File: config.mk
export PLATFORM = sky130hd
export DESIGN_NAME = data_selector
export DESIGN_NICKNAME = d
export VERILOG_FILES = /design/src/rtl/data_selector.sv
export SDC_FILE = /design/constraint.sdc
export NUM_CORES = 1
export LEC_CHECK = 0
export ABC_AREA = 0
export CORE_MARGIN = 2
export CORE_UTILIZATION = 27
export CTS_CLUSTER_DIAMETER = 80
export DETAILED_ROUTE_END_ITERATION = 10
export PLACE_DENSITY_LB_ADDON = 0.12
export SKIP_CTS_REPAIR_TIMING = 1
export SYNTH_ARGS = -nofsm -noshare
export SYNTH_HDL_FRONTEND = slang
export SYNTH_SLANG_ARGS = --single-unit
File: constraint.sdc
create_clock -name clk -period 2.4 [get_ports clk]
set_clock_uncertainty 0.2 [all_clocks]
set_input_delay 0.6 -clock clk [delete_from_list [all_inputs] [get_ports clk]]
set_output_delay 0.6 -clock clk [all_outputs]
set_load 0.03 [all_outputs]
File: src/rtl/data_selector.sv
// data_selector: 2:1 datapath mux (combinational Res) with registered Ctrl_q and a saturating select-change counter.
// Build macro DATA_SELECTOR_REG_OUT_EN: defined -> Res_q is a 1-cycle registered copy of Res; undefined -> Res_q = Res.
module data_selector #(
   parameter int WIDTH     = 32,
   parameter int CNT_WIDTH = 16
) (
   input  logic                 clk,
   input  logic                 rst_n,
   input  logic [WIDTH-1:0]     S,
   input  logic [WIDTH-1:0]     T,
   input  logic                 Ctrl,
   output logic [WIDTH-1:0]     Res,
   output logic [WIDTH-1:0]     Res_q,
   output logic                 Ctrl_q,
   output logic [CNT_WIDTH-1:0] ToggleCnt
);

   logic                 r_ctrl_q;
   logic                 r_primed;
   logic [CNT_WIDTH-1:0] r_cnt;
   logic                 w_change;
   logic                 w_sat;

   assign Res = Ctrl ? T : S;

   // A change only counts when the previous edge was also out of reset.
   assign w_change = r_primed && (Ctrl != r_ctrl_q);
   assign w_sat    = &r_cnt;

   always_ff @(posedge clk) begin
      if (!rst_n) begin
         r_ctrl_q <= 1'b0;
         r_primed <= 1'b0;
         r_cnt    <= '0;
      end else begin
         r_ctrl_q <= Ctrl;
         r_primed <= 1'b1;
         if (w_change && !w_sat)
            r_cnt <= r_cnt + CNT_WIDTH'(1);
      end
   end

   assign Ctrl_q    = r_ctrl_q;
   assign ToggleCnt = r_cnt;

`ifdef DATA_SELECTOR_REG_OUT_EN
   logic [WIDTH-1:0] r_res_q;

   always_ff @(posedge clk) begin
      if (!rst_n)
         r_res_q <= '0;
      else
         r_res_q <= Res;
   end

   assign Res_q = r_res_q;
`else
   assign Res_q = Res;
`endif

endmodule

-- Word level (Yosys, flattened, before mapping)
Index checks and enable logic that the tools add are counted.
- register bits: 18
- logic and storage cells: 11
- output and inout bits: 81
- input bits: 67
- memory bits (read-only): 0
- memory bits (writable): 0
- memories: 0
- bits in latches: 0
- multipliers: 0
- div/mod/pow operators: 0
- reductions and logical operators: 4
- equal/unequal tests: 1
- magnitude comparators: 0
- shifts and indexed selects: 0
- bitwise operators: 0
- $add $sub $neg: 1
- mux-type cells: 2
- operators with widths (operator ; number):
    $mux W32 ; 1
    $add A16 B1 Y16 const B ; 1
    $reduce_and A16 Y1 ; 1
    $logic_and A1 B1 Y1 ; 2
    $logic_not A1 Y1 ; 1
    $mux W1 ; 1
    $ne A1 B1 Y1 ; 1

-- Longest topological paths before layout
- depth in word-level cells: 3
- mapped depth: 6
- gate-level depth less buffers: 5

-- Least setup slack after synthesis
Ideal clock, no wire load.
- path kind: input-to-output
- start: in Ctrl
- end: out Res_q[10]
- required time: 1.600 ns
- buffers on the path: 3
- cell stages on the path: 4
- arrival time: 1.733 ns
- setup slack: -0.133 ns
- cells stage by stage: buf_4 > clkbuf_1 > mux2_2 > buf_4
- longest elaborated chain between the ends: 1
- RTL lines (item ; line ; text):
    start, declared ; 11 ; input logic Ctrl,
    $mux W32 ; 24 ; assign Res = Ctrl ? T : S;
    end, declared ; 13 ; output logic [WIDTH-1:0] Res_q,
No other way between the ends.

-- Final worst setup path
- start: in Ctrl
- end: out Res[24]
- longest elaborated chain between the ends: 1
- RTL lines (item ; line ; text):
    $mux W32 ; 24 ;
    end, declared ; 12 ; output logic [WIDTH-1:0] Res,
No other way between the ends.

==> results by stage <==
Finish:
- Leaving out fill and tap cells, the most frequent cell in the layout is clkdlybuf4s50_1.
- The synthesis-to-finish area growth is 104.5%.
- The share of cells above drive strength 1 is 21.85%.
- The final layout contains 371 nets.
- The number of diodes added for antenna fixing is 0.
- The library cells used most frequently in the layout, excluding fill and tap cells, are 82 x clkdlybuf4s50_1, 52 x dlymetal6s2s_1, 32 x mux2_2, 26 x buf_4, 18 x dfxtp_1.
- Fill cells in the final layout number 515.
- The final core area utilization is 56.72%.

Floorplan:
- The height of the chip is 78.98 um.
- 148 I/O pins were placed.
- For this configuration, the core starts out at a cell density of 27.73%.
- The core region is 5473 um2.
- Row generation in the floorplan step produced 27 rows.
- From left edge to right edge, the die measures 78.98 um.
- The die covers 6237 um2.

STA:
- After layout, the worst path uses 98.00% of the clock period.
- The worst pin sits at a relative slew slack of 73.94%.
- The max-slew violation count is 0.
- The setup TNS is 0 ps.
- The minimum clock period is 2352 ps.
- For the pin with the worst max-slew slack, the measured transition is 381.0 ps.
- The final number of hold-violating endpoints is 0.
- Setup violations remaining at the end of the flow were counted as 0.
- Based on the critical path, the design can be clocked at up to 425.1 MHz.
- Setup repair after global routing could not meet its margin everywhere.

Clock tree:
- Clock-pin slew was measured on the worst setup and hold paths at 70 ps.
- In this run the number of H-tree levels came out at 1.
- The cell sitting at the root of the clock tree is a clkbuf_8.
- The number of buffers between clock root and the deepest sink is 2.
- The TritonCTS clock tree is yes.
- Clock tree synthesis inserted a total of 3 buffers.
- The clock drives 18 sinks.
- For the worst-skew pair, the clock arrives at the later sink with an insertion delay of 250 ps.

Power:
- The power share of the clock group is 22.1%.
- The net switching power of the design is 0.3796 mW.
- The power per cell area is 355.6 nW/um2.
- The design draws 1.104 mW.
- Per report_power, the combinational group accounts for 50.0% of the total.
- The internal power of the cells is 0.7244 mW.
- In this run the static leakage power is 1.557 nW.
- The worst-case IR drop observed on VDD is 252.7 uV.
- Net switching is 34.38% of the power.
- Sequential cells account for 27.9% of the total power.

Worst setup path:
- By startpoint and endpoint, the worst setup path is classified as in -> out.
- The kind of cell adding the most delay to the critical path is buffers and inverters.
- In this run the register-to-register setup slack is 290 ps.
- For this run, the slowest stage of the critical path takes 360 ps.
- At the worst endpoint, the required time is 1600 ps.
- For the worst flop-to-flop path, the logic depth is 5.
- The signal on the critical path passes through buf_2 > buf_4 > mux2_2 > dlymetal6s2s_1.
- The startpoint class of the critical path is an input port.
- The number of buffer and inverter instances along the worst setup path is 3.
- The worst-path cell with the longest stage delay is mux2_2.
- STA puts the critical path data arrival time at 1550 ps.
- The worst setup path is captured at an output pin.
- The worst flop-to-flop path startpoint is ToggleCnt[0].
- The number of cells on the critical path is 4.
- Of all nets on the critical path, the largest fanout is 8.
- In this run the critical register-to-register path is captured at ToggleCnt[10].

Routing:
- The number of iterations in the first detailed-routing pass is 4.
- The post-route DRC violation count is 0.
- The per-cell via count in the routed design is 4.735.
- The count of vias placed by the detailed router is 1771.
- The iteration-0 DRC count of the detailed router is 39.
- The count of nets left with antenna violations once routing finished came out at 0.
- Wires add up to 5.589 mm.
- The average wire length per cell after detail routing is 14.94 um.

Logic synthesis:
- Summing every instance area after synthesis gives 1518 um2.
- The number of nets produced by synthesis is 244.
- The fraction of the yosys area taken by sequential cells is 23.74%.
- The cell count after synthesis came out at 176.
- Yosys printed 0 warnings.
- The count of cell types in the netlist is 35.
- The register bit total from synthesis is 18.
- A synthesized cell averages 8.623 um2.

Placed design:
- Once detailed placement completed, the half-perimeter wirelength came to 4.480 mm.
- Routability-driven placement finished with a final weighted congestion of 0.7749.
- Input and output buffers added on the ports amount to 147.

Global routing:
- The total overflow left after global routing is 0.
- The total global-route track usage is 16.65%.
- The first-pass GRT wire length is 8.404 mm.
- The via count of the first global-routing pass is 1788.
- The initial antenna violation count is 0.
- Entering global routing, the biggest net connects 25 pins.

Hold path:
- Counting instances, the worst hold path has a depth of 2.
- The startpoint of the lowest-slack hold path is ToggleCnt[15].
- The worst hold path class is reg -> reg.
- For hold timing, the worst endpoint is ToggleCnt[15].

Run:
- The tool flagged a number of max-cap violations equal to 0.

Status:
- The run finished with clean final reports.
## how the worst max path moves through the flow
stage	from	to	slack, ps
final	Ctrl	Res[24]	50
after global routing	Ctrl	Res[24]	-6
after CTS	Ctrl	Res_q[4]	-720
after detailed placement	Ctrl	Res_q[4]	-720
after global placement	Ctrl	Res_q[8]	-710
after floorplan	Ctrl	Res_q[10]	-130
## sequential cells by signal (all words and copies together) (netlist names)
| register | count |
|---|---|
| Ctrl_q | 1 |
| ToggleCnt | 16 |
| r_primed | 1 |
## per-stage QoR
stage	instance area, um2	hold WS (ps)	std cells	setup slack [ps]
floorplan	1518	367.8	176	-132.6
global placement	2895	304.7	369	-711.9
detailed placement	2895	316.4	369	-716.0
CTS	2950	328.1	373	-716.6
global route	3104	353.9	374	-6.131
finish	3104	321.3	374	47.88
## final cells by class
| class | instances | area, um2 | area share, % |
|---|---|---|---|
| sequential | 18 | 360.3 | 11.61 |
| multi-input combinational | 113 | 867.1 | 27.93 |
| inverter | 4 | 15.01 | 0.4837 |
| tap | 72 | 90.09 | 2.902 |
| timing repair buffer | 163 | 1717 | 55.30 |
| clock buffer | 4 | 55.05 | 1.773 |
## cells by family after synthesis
logic type | synth area share [%]
xor+xnor | 1.154
compound gates | 11.46
flops | 23.74
buf+inv | 19.37
fa+ha+maj | 0.8243
simple gates | 17.72
mux | 25.72
## power groups by stage
stage | clock (mW) | sequential [mW] | combinational [mW]
floorplan | 0 | 0.319 | 0.322
global placement | 0 | 0.314 | 0.564
detailed placement | 0 | 0.315 | 0.562
CTS | 0.254 | 0.308 | 0.566
global route | 0.264 | 0.309 | 0.578
finish | 0.244 | 0.308 | 0.552
## tightest hold or removal path, delay by kind of cell, from the launching register on
| kind | cells | cell delay, ps |
|---|---|---|
| flip-flops | 1 | 350 |
| multiplexers | 1 | 50 |
| AND/OR/NAND/NOR | 1 | 70 |
## per-layer routing
layer / wire [um] / vias up / GRT usage [%]
li1: - / 867 / -
met1: 2089 / 807 / 19.42
met2: 2925 / 91 / 29.49
met3: 511 / 6 / 6.023
met4: 63 / 0 / 2.931
met5: 0 / - / 0
## cell usage after synthesis
cell | n | area (um2)
o31ai_1 | 3 | 22.52
dfxtp_1 | 18 | 360.4
nor4b_1 | 2 | 17.52
o21bai_1 | 1 | 7.510
buf_2 | 1 | 5.000
buf_4 | 33 | 247.7
or4b_1 | 1 | 10.01
nand2_1 | 9 | 33.78
o21ai_0 | 6 | 30.03
clkbuf_1 | 7 | 26.28
and3_1 | 2 | 12.51
nor3_1 | 4 | 20.02
a2111oi_0 | 1 | 8.760
or3_1 | 4 | 25.02
or4_1 | 5 | 37.54
nand4_1 | 5 | 31.28
a211oi_1 | 1 | 7.510
mux2_2 | 32 | 360.4
inv_1 | 4 | 15.01
xnor2_1 | 1 | 8.760
o311a_1 | 1 | 10.01
a21oi_1 | 8 | 40.04
o41ai_1 | 2 | 17.52
o211ai_1 | 2 | 15.01
xor2_1 | 1 | 8.760
a31oi_1 | 1 | 6.260
nor4_1 | 1 | 6.260
nand3_1 | 5 | 25.02
a311oi_1 | 1 | 8.760
nand2b_1 | 2 | 12.51
mux2i_1 | 3 | 30.03
nor2_1 | 6 | 22.52
and2_1 | 1 | 6.260
ha_1 | 1 | 12.51
and3b_1 | 1 | 8.760
(Power assumes the default switching activity.)
